`src/rtl/vga_box_renderer.sv`:
```
// vga_box_renderer
//
// Pixel-generation stage that sits directly after the 640x480 VGA sync
// generator. It draws a solid box over a flat background. Once per frame, at
// the start of vertical blanking, the box moves STEP pixels on each axis and
// bounces off the screen edges. Colour and the delayed syncs leave on the
// same two-stage pixel-tick pipeline, so they stay aligned.
//
// Optional feature: define VGA_BORDER_EN to draw a BORDER_W-thick frame in
// BORDER_COLOR around the active area. The frame takes priority over the box
// and narrows the box's motion limits so the box stays inside it.
//
// Ports:
//   clk       system clock, shared with the sync generator
//   reset     asynchronous, active-low reset
//   p_tick    pixel enable strobe from the sync generator
//   video_on  active-area flag
//   hsync_in  horizontal sync from the sync generator
//   vsync_in  vertical sync from the sync generator
//   pixel_x   current column
//   pixel_y   current line
//   pause     level input; freezes box motion while high
//   rgb       pixel colour, RGB 3-3-2, two pixel ticks after its inputs
//   hsync     hsync_in delayed to align with rgb
//   vsync     vsync_in delayed to align with rgb
//   box_x     current box left edge
//   box_y     current box top edge

module vga_box_renderer #(
  parameter int          HD           = 640,
  parameter int          VD           = 480,
  parameter int          BOX_W        = 32,
  parameter int          BOX_H        = 32,
  parameter int          STEP         = 2,
  parameter int          X0           = 304,
  parameter int          Y0           = 224,
  parameter logic [7:0]  BOX_COLOR    = 8'hE0,
  parameter logic [7:0]  BG_COLOR     = 8'h03,
  parameter int          BORDER_W     = 8,
  parameter logic [7:0]  BORDER_COLOR = 8'hFF
) (
  input  logic       clk,
  input  logic       reset,
  input  logic       p_tick,
  input  logic       video_on,
  input  logic       hsync_in,
  input  logic       vsync_in,
  input  logic [9:0] pixel_x,
  input  logic [9:0] pixel_y,
  input  logic       pause,
  output logic [7:0] rgb,
  output logic       hsync,
  output logic       vsync,
  output logic [9:0] box_x,
  output logic [9:0] box_y
);

  // Motion limits. All position arithmetic is 11 bits wide so that adding
  // STEP or BOX_W to a 10-bit coordinate can never wrap.
`ifdef VGA_BORDER_EN
  localparam logic [10:0] XMIN = 11'(BORDER_W);
  localparam logic [10:0] YMIN = 11'(BORDER_W);
  localparam logic [10:0] XMAX = 11'(HD - BORDER_W - BOX_W);
  localparam logic [10:0] YMAX = 11'(VD - BORDER_W - BOX_H);
`else
  localparam logic [10:0] XMIN = 11'd0;
  localparam logic [10:0] YMIN = 11'd0;
  localparam logic [10:0] XMAX = 11'(HD - BOX_W);
  localparam logic [10:0] YMAX = 11'(VD - BOX_H);
`endif
  localparam logic [10:0] STEP_W = 11'(STEP);
  localparam logic [10:0] BOX_W_W = 11'(BOX_W);
  localparam logic [10:0] BOX_H_W = 11'(BOX_H);

  typedef enum logic [1:0] {
    ST_WAIT  = 2'd0,
    ST_UPD_X = 2'd1,
    ST_UPD_Y = 2'd2
  } state_t;

  state_t state, state_next;
  logic   upd_x, upd_y;
  logic   frame_tick;

  // Start of vertical blanking: the first pixel of the first blank line.
  assign frame_tick = p_tick && (pixel_x == 10'd0) && (pixel_y == 10'(VD));

  // ---------------------------------------------------------------------
  // Motion FSM: state register / next state / outputs
  // ---------------------------------------------------------------------
  // NOTE: sequential state uses non-blocking assignments so every register
  // samples pre-edge values regardless of block ordering.
  always_ff @(posedge clk or negedge reset) begin
    if (!reset) state <= ST_WAIT;
    else        state <= state_next;
  end

  // NOTE: every combinational output gets a default first; a path that
  // leaves a signal unassigned would otherwise infer a latch.
  always_comb begin
    state_next = state;
    unique case (state)
      ST_WAIT:  if (frame_tick && !pause) state_next = ST_UPD_X;
      ST_UPD_X: state_next = ST_UPD_Y;
      ST_UPD_Y: state_next = ST_WAIT;
      default:  state_next = ST_WAIT;
    endcase
  end

  always_comb begin
    upd_x = 1'b0;
    upd_y = 1'b0;
    unique case (state)
      ST_UPD_X: upd_x = 1'b1;
      ST_UPD_Y: upd_y = 1'b1;
      default:  ;
    endcase
  end

  // ---------------------------------------------------------------------
  // Box position and direction (dir = 1 means right / down)
  // ---------------------------------------------------------------------
  logic        dir_x, dir_y;
  logic [10:0] pos_x, pos_y;
  logic [10:0] fwd_x, fwd_y;
  logic [9:0]  box_x_next, box_y_next;
  logic        dir_x_next, dir_y_next;

  assign pos_x = {1'b0, box_x};
  assign pos_y = {1'b0, box_y};
  assign fwd_x = pos_x + STEP_W;
  assign fwd_y = pos_y + STEP_W;

  // A step that would reach or pass a limit lands exactly on the limit and
  // reverses direction, so the box never leaves the allowed range.
  always_comb begin
    box_x_next = box_x;
    dir_x_next = dir_x;
    if (dir_x) begin
      if (fwd_x >= XMAX) begin
        box_x_next = XMAX[9:0];
        dir_x_next = 1'b0;
      end else begin
        box_x_next = fwd_x[9:0];
      end
    end else begin
      if (pos_x <= XMIN + STEP_W) begin
        box_x_next = XMIN[9:0];
        dir_x_next = 1'b1;
      end else begin
        box_x_next = box_x - STEP_W[9:0];
      end
    end
  end

  always_comb begin
    box_y_next = box_y;
    dir_y_next = dir_y;
    if (dir_y) begin
      if (fwd_y >= YMAX) begin
        box_y_next = YMAX[9:0];
        dir_y_next = 1'b0;
      end else begin
        box_y_next = fwd_y[9:0];
      end
    end else begin
      if (pos_y <= YMIN + STEP_W) begin
        box_y_next = YMIN[9:0];
        dir_y_next = 1'b1;
      end else begin
        box_y_next = box_y - STEP_W[9:0];
      end
    end
  end

  always_ff @(posedge clk or negedge reset) begin
    if (!reset) begin
      box_x <= 10'(X0);
      box_y <= 10'(Y0);
      dir_x <= 1'b1;
      dir_y <= 1'b1;
    end else begin
      if (upd_x) begin
        box_x <= box_x_next;
        dir_x <= dir_x_next;
      end
      if (upd_y) begin
        box_y <= box_y_next;
        dir_y <= dir_y_next;
      end
    end
  end

  // ---------------------------------------------------------------------
  // Render pipeline, advancing only on p_tick
  // ---------------------------------------------------------------------
  logic [10:0] px, py;
  logic        in_box;
  logic        in_box_d, video_on_d, hsync_d, vsync_d;

  assign px = {1'b0, pixel_x};
  assign py = {1'b0, pixel_y};
  assign in_box = (px >= pos_x) && (px < pos_x + BOX_W_W) &&
                  (py >= pos_y) && (py < pos_y + BOX_H_W);

`ifdef VGA_BORDER_EN
  logic in_border, in_border_d;
  assign in_border = (px < 11'(BORDER_W)) || (px >= 11'(HD - BORDER_W)) ||
                     (py < 11'(BORDER_W)) || (py >= 11'(VD - BORDER_W));

  always_ff @(posedge clk or negedge reset) begin
    if (!reset)      in_border_d <= 1'b0;
    else if (p_tick) in_border_d <= in_border;
  end
`endif

  // NOTE: only flops are reset here; the design has no memories, so every
  // pipeline register clears on reset and no stale colour can escape.
  always_ff @(posedge clk or negedge reset) begin
    if (!reset) begin
      in_box_d   <= 1'b0;
      video_on_d <= 1'b0;
      hsync_d    <= 1'b0;
      vsync_d    <= 1'b0;
    end else if (p_tick) begin
      in_box_d   <= in_box;
      video_on_d <= video_on;
      hsync_d    <= hsync_in;
      vsync_d    <= vsync_in;
    end
  end

  logic [7:0] colour;

  always_comb begin
    colour = 8'h00;
    if (video_on_d) begin
`ifdef VGA_BORDER_EN
      if (in_border_d)   colour = BORDER_COLOR;
      else if (in_box_d) colour = BOX_COLOR;
      else               colour = BG_COLOR;
`else
      if (in_box_d) colour = BOX_COLOR;
      else          colour = BG_COLOR;
`endif
    end
  end

  always_ff @(posedge clk or negedge reset) begin
    if (!reset) begin
      rgb   <= 8'h00;
      hsync <= 1'b0;
      vsync <= 1'b0;
    end else if (p_tick) begin
      rgb   <= colour;
      hsync <= hsync_d;
      vsync <= vsync_d;
    end
  end

endmodule

```
`config.mk`:
```
export PLATFORM = sky130hd
export DESIGN_NAME = vga_box_renderer
export DESIGN_NICKNAME = d
export VERILOG_FILES = /design/src/rtl/vga_box_renderer.sv
export SDC_FILE = /design/constraint.sdc
export NUM_CORES = 1
export LEC_CHECK = 0
export CORE_MARGIN = 8
export CORE_UTILIZATION = 40
export CTS_CLUSTER_DIAMETER = 100
export DETAILED_ROUTE_END_ITERATION = 16
export PLACE_DENSITY_LB_ADDON = 0.15
export SYNTH_ARGS = -nofsm -noshare
export SYNTH_HDL_FRONTEND = slang
export SYNTH_SLANG_ARGS = --single-unit
```
`constraint.sdc`:
```
create_clock -name clk -period 3 [get_ports clk]
set_input_delay 0.45 -clock clk [delete_from_list [all_inputs] [get_ports clk]]
set_output_delay 0.45 -clock clk [all_outputs]
set_load 0.02 [all_outputs]
```
==> results of run 1 <==
[cell families after synthesis]
family	Yosys count	share of synthesized area, %
simple gates	125	22.41
other cells	1	0.1262
compound gates	100	22.49
xor+xnor	8	2.359
flops	30	25.61
buf+inv	55	8.719
fa+ha+maj	38	16.01
mux	6	2.274
[sequential cells by signal, summed over array words and instances, names as in the netlist, 2 cells and up]
signal	count
box_x	9
box_y	9
rgb	2
state	2
[power groups by stage]
stage	combinational [mW]	clock (mW)	sequential, mW
6_report	0.151	0.340	0.422
2_1_floorplan	0.0693	0	0.437
3_3_place_gp	0.150	0	0.429
4_1_cts	0.153	0.353	0.423
5_1_grt	0.168	0.368	0.424
3_5_place_dp	0.152	0	0.430
[layout make-up]
| class | count | area [um2] |
|---|---|---|
| Clock buffer | 7 | 86.33 |
| Tap cell | 99 | 123.9 |
| Inverter | 28 | 105.1 |
| Fill cell | 742 | 3635 |
| Clock inverter | 1 | 5.005 |
| Timing Repair Buffer | 54 | 533.0 |
| Sequential cell | 30 | 760.7 |
| Multi-Input combinational cell | 282 | 1966 |
[cell usage in the layout (no fill, tap or decap), drive strengths merged, types with 6 or more instances in the layout]
cell type       n
o21ai          28
xnor2           8
clkdlybuf4s50  51
dfrtp          22
inv            28
a21oi          23
dfstp           8
and3            7
nand3          20
nand2          20
nor3           13
nor2           26
nand4          10
o31ai           7
mux2            6
clkbuf          7
ha             38
[per-stage QoR]
stage | cell area, um2 | util, % | power (mW) | instances | setup WS, ps
after floorplan | 2985 | - | 0.5064 | 367 | 544.6
after global placement | 3488 | 48.35 | 0.5792 | 493 | 510.5
after detailed placement | 3488 | 48.35 | 0.5821 | 493 | 423.4
after CTS | 3580 | 49.62 | 0.9289 | 501 | 388.0
after global routing | 3580 | 49.62 | 0.9603 | 501 | 47.87
final | 3580 | 49.62 | 0.9133 | 501 | 374.3
[metal layers]
metal	GRT usage, %	part of all wire, %
met2	25.49	45
met5	0	0
met1	22.63	48
met4	3.725	0.60
met3	4.019	6.7
[worst max path at each step]
| stage | cells after the start | start | endpoint | slack [ps] |
|---|---|---|---|---|
| 4_1_cts | 8 | box_x[5] | box_x[5] | 390 |
| 5_1_grt | 8 | box_x[1] | box_x[5] | 50 |
| 3_5_place_dp | 8 | box_x[5] | box_x[5] | 420 |
| 3_3_place_gp | 7 | box_y[5] | box_y[4] | 510 |
| 6_report | 8 | box_x[5] | box_x[5] | 370 |
| 2_1_floorplan | 11 | box_y[5] | in_box_d | 540 |
[critical path, cell delays in order, from the launching register on]
cell                       delay (ps)
sky130_fd_sc_hd__dfstp_2          650
sky130_fd_sc_hd__ha_1             270
sky130_fd_sc_hd__nand4_1          170
sky130_fd_sc_hd__a221oi_1         340
sky130_fd_sc_hd__o21ai_0          130
sky130_fd_sc_hd__o311ai_0         480
sky130_fd_sc_hd__buf_4            210
sky130_fd_sc_hd__nor2_1            50
sky130_fd_sc_hd__a211o_1          250
==> results.md, run 1 <==
* Final worst-path cycle share at around 88%
* Internal at between 0.6 and 0.7 mW
* Master cell of the clock root buffer: sky130_fd_sc_hd__clkbuf_8
* Avg WL per Cell at about 17 um
* Net Switching at roughly 0.23 mW
* Result of the run: completed
* Via Count at ~2,800
* I/O pin cnt at 57
* Synthesized area per cell at 8.183 um2
* Number of buffers between clock root and the deepest sink at 2
* Critical path fanouts, max at 10
* Worst Min Path Start: vsync_d
* Half-perimeter wire length after detailed placement at around 6500 um
* Routed via count divided by cell count at ~5.5
* Clock network fraction of design power at 37.2%
* DR iter-0 viols at 171
* Flops & latches, synth at 30
* Most used standard cells in the synthesized netlist: sky130_fd_sc_hd__ha_1 (38), sky130_fd_sc_hd__inv_1 (28), sky130_fd_sc_hd__o21ai_0 (27)
* Number of buffers added on ports at approximately 50
* Top cells by area in the synthesized netlist: sky130_fd_sc_hd__dfrtp_1 (19%), sky130_fd_sc_hd__ha_1 (16%), sky130_fd_sc_hd__dfstp_2 (7.1%)
* Element type at the critical path end: register
* Leakage component of the power at around 1.5 nW
* EDFF count, synth at 0
* Number of H-tree levels at 2
* Count of nets after finishing at approximately 470
* Area added between synthesis and finish at 20.51%
* RSZ-0062 raised after global routing: false
* Most area-hungry cell type in the Yosys netlist: sky130_fd_sc_hd__dfrtp_1
* Library cell with the highest instance count after synthesis: sky130_fd_sc_hd__ha_1
* Clock-pin slew on the worst setup and hold paths at ~70 ps
* Overflow left after global routing at 0
* TritonCTS clock tree: done
* Overall die height at approximately 100 um
* Worst hold slack at around 510 ps
* Slew Viols, Final at 0
* Number of failing setup endpoints in the final timing report at 0
* Hold bufs inserted after CTS at 0
* Relative contribution of sequential cells to total power at 46.2%
* Power per standard cell area at about 260 mW/mm2
* Shortest clock period the worst path allows after layout at around 2600 ps
* Post-cts resize count at 0
* Number of distinct standard cells referenced by the synthesized netlist at 63
* Launching element type of the critical path: register
* Share of cells above drive strength 1 at around 8.2%
* Critical setup path kind: register to register
* Worst R2R Start: box_x[5]
* Width of the die at between 100 and 150 um
* Placeable core region at between 0.007 and 0.008 mm2
* Effective utilization at floorplan at 41.17%
* Number of buffers inserted by post-CTS setup repair at 0
* Setup Total Neg Slack at 0 ps
* Register-to-register path setup slack at about 370 ps
* Wire length of the first global-routing pass at between 10,000 and 15,000 um
* Transition time of the tightest slew-check pin at between 600 and 700 ps
* Final wirelength at roughly 8300 um
* Number of sinks handled by clock tree synthesis at 30
* Relative max-transition margin at between 50 and 60%
* Final Hold Fails at 0
* Cell area after technology mapping at 0.002970 mm2
* Routability-driven placement congestion ratio at between 0.8 and 0.9
* Sw frac at about 25%
* Worst hold-check path type: register to register
* Overall die area at roughly 0.010 mm2
* Inserted Diodes at 0
* Largest voltage drop on the vdd net at roughly 0.00016 V
* Cells after Synth at 363
* F_max at around 0.38 GHz
* Worst hold path depth at 1
* Sequential share of the synthesized area at about a quarter
* Vias in the first global route at 2,729
* Number of antenna violations at the first check in global routing at 0
* Async set or reset register ratio after synthesis at 100.0%
* Clk_skew at 7.245 ps
* Max-capacitance violation count at 0
* Endpoint of the worst hold-timing path: vsync
* Number of design rule violations left after detail routing at 0
* Post-route ant nets at 0
* Placement Rows at 31
* Worst endpoint required time at roughly 3200 ps
* Worst r2r dst: box_x[5]
* Clk_lat worst skew at approximately 280 ps
* Worst R2R Path Depth at 8
* Worst EP arrival at around 2800 ps
* TritonCTS Buffers at 5
* Top cell type's share of synthesized area at between 15 and 20%
* Commonest register cell after synthesis: sky130_fd_sc_hd__dfrtp_1
* Pin count of the biggest net entering global routing at 31
* Detailed-router iteration count before antenna repair at 4
* Portion of total power attributed to combinational logic at ~17%
* YS warnings at 0
* Global-route total usage across every layer at between 10% and 20%
(Power assumes the default switching activity.)
==> run 2, diff against run 1 <==
GPL_TIMING_DRIVEN = 0   (was default)
==> results.md, run 2 (synthesized netlist as in run 1, its figures left out) <==
* Worst-case setup margin in the final layout at a little under 300 ps
* Post-Route Utilization at 51.37%
* Wire length of the first global-routing pass at 14,140 um
* Pin count of the biggest net entering global routing at 31
* Worst hold-check path type: input pin to async pin
* Worst path most repeated cell: sky130_fd_sc_hd__o32ai_1
* Setup Total Neg Slack at 0 ps
* Inserted Diodes at 0
* Uppermost layer routed: met4
* Launching element type of the critical path: register
* Largest registers: box_x x9, box_y x9
* Placement Rows at 31
* Master cell of the clock root buffer: sky130_fd_sc_hd__clkbuf_8
* Transition time of the tightest slew-check pin at 744.9 ps
* Via Count at 2,923
* Leading cell type in the layout, fill and taps excluded: sky130_fd_sc_hd__clkdlybuf4s50_1
* Number of H-tree levels at 2
* Clk_lat worst skew at roughly 280 ps
* Number of failing setup endpoints in the final timing report at 0
* Vias in the first global route at 2,835
* Critical setup path kind: register to register
* Result of the run: completed
* Number of fill cells at 718
* Slew Viols, Final at 0
* Met3 Wirelength at ~520 um
* RSZ-0062 raised after global routing: false
* Hold bufs inserted after CTS at 0
* Routed via count divided by cell count at between 5 and 6
* Largest voltage drop on the vdd net at around 0.0002 V
* Global-route total usage across every layer at roughly 17%
* Final worst-path cycle share at between 90 and 100%
* Clock-pin slew on the worst setup and hold paths at about 80 ps
* Overall die area at ~0.010 mm2
* Max-capacitance violation count at 0
* Post-cts resize count at 0
* Leakage component of the power at ~1.6 nW
* Width of the die at slightly above 100 um
* TritonCTS Buffers at 5
* I/O pin cnt at 57
* Post-route ant nets at 0
* Power per standard cell area at between 200 and 300 mW/mm2
* Met1 Routed Length at between 4000 and 5000 um
* Count of nets after finishing at 490
* Relative max-transition margin at 50.34%
* Cell with the largest stage delay on the worst path: sky130_fd_sc_hd__dfstp_2
* Overall die height at roughly 100 um
* Overflow left after global routing at 0
* Met2 wirelength from detailed routing at around 3900 um
* DR iter-0 viols at between 150 and 200
* Final std cells w/o fill at between 500 and 600
* Share of cells above drive strength 1 at 11.27%
* Area added between synthesis and finish at 24.77%
* Effective utilization at floorplan at around two fifths
* Routability-driven placement congestion ratio at ~0.88
* Number of buffers between clock root and the deepest sink at 2
* Post-placement cell count at ~520
* Half-perimeter wire length after detailed placement at 6676 um
* Critical path fanouts, max at 10
* Number of design rule violations left after detail routing at 0
* Shortest clock period the worst path allows after layout at 2706 ps
* Final Hold Fails at 0
* Slowest cell delay on critical path at around 560 ps
* Number of buffers added on ports at just over 50
* Number of sinks handled by clock tree synthesis at 30
* Avg WL per Cell at ~16 um
* Clk_skew at around 18 ps
* Element type at the critical path end: register
* Commonest cells after routing, fill and taps aside: sky130_fd_sc_hd__clkdlybuf4s50_1 (50), sky130_fd_sc_hd__ha_1 (38), sky130_fd_sc_hd__inv_1 (28)
* Placeable core region at 0.007214 mm2
* Worst EP arrival at 2880 ps
* Detailed-router iteration count before antenna repair at 5
* Final wirelength at between 8000 and 9000 um
* TritonCTS clock tree: done
* Worst endpoint required time at 3180 ps
* Number of antenna violations at the first check in global routing at 0
* F_max at approximately 0.37 GHz
* Worst slack at placement at 279.5 ps
* Number of buffers inserted by post-CTS setup repair at 0
* List of cells traversed by the critical path: clkbuf_1 > nand3_1 > xnor2_1 > ha_1 > and4b_1 > a2111oi_0 > o32ai_1 > o32ai_1
==> run 2: cell count changes in the layout (fill, tap and decap cells not counted), sizes merged <==
cell / change
buf: +15
clkbuf: +10
clkdlybuf4s50: -1
==> run 2: area by class of cell <==
| cell class | count | area [um2] | area share [%] |
|---|---|---|---|
| Buffer | 27 | 153.9 | 4.153 |
| Sequential cell | 30 | 760.7 | 20.53 |
| Multi-Input combinational cell | 282 | 1966 | 53.04 |
| Clock buffer | 7 | 86.33 | 2.330 |
| Timing Repair Buffer | 51 | 505.5 | 13.64 |
| Tap cell | 99 | 123.9 | 3.342 |
| Clock inverter | 1 | 5.005 | 0.1350 |
| Inverter | 28 | 105.1 | 2.836 |
==> run 2: routing by layer <==
metal | track usage [%] | vias to the layer above
met5 | 0 | -
met4 | 3.273 | 0
met3 | 2.929 | 4
met2 | 26.19 | 79
met1 | 23.50 | 1380
li1 | - | 1460
==> run 2: where the power goes <==
group | internal [mW] | switching (mW)
combinational | 0.0854 | 0.0726
clock | 0.185 | 0.164
sequential | 0.416 | 0.00621
total | 0.687 | 0.243
==> run 2: final timing paths <==
check	startpoint	end	slack, ps	depth (start not counted)
setup / recovery	box_y[7]	in_box_d	290	8
hold / removal	reset	box_y[3]	230	1
setup reg to reg	box_y[7]	in_box_d	290	8
hold reg to reg	in_box_d	rgb[6]	500	2
max in group asynchronous	reset	box_y[4]	2280	1
min in group clk	in_box_d	rgb[6]	500	2
==> run 2: stage by stage <==
stage / power (mW) / instance area (um2) / hold WS, ps
5_1_grt: 0.9722 / 3706 / 293.2
4_1_cts: 0.9418 / 3706 / 257.2
3_5_place_dp: 0.5897 / 3615 / 497.4
3_3_place_gp: 0.5868 / 3620 / 485.3
2_1_floorplan: 0.5064 / 2985 / 154.4
6_report: 0.9297 / 3706 / 229.4
==> run 2: critical path: cells and delay by family, from the launching register on <==
family                     cells  cell delay [ps]
xor gates and xnor gates       1              170
DFF                            1              560
and+or+nand+nor                2              390
buffers and inverters          1              350
adders and majority gates      1              280
AOI/OAI and AO/OA              3              840
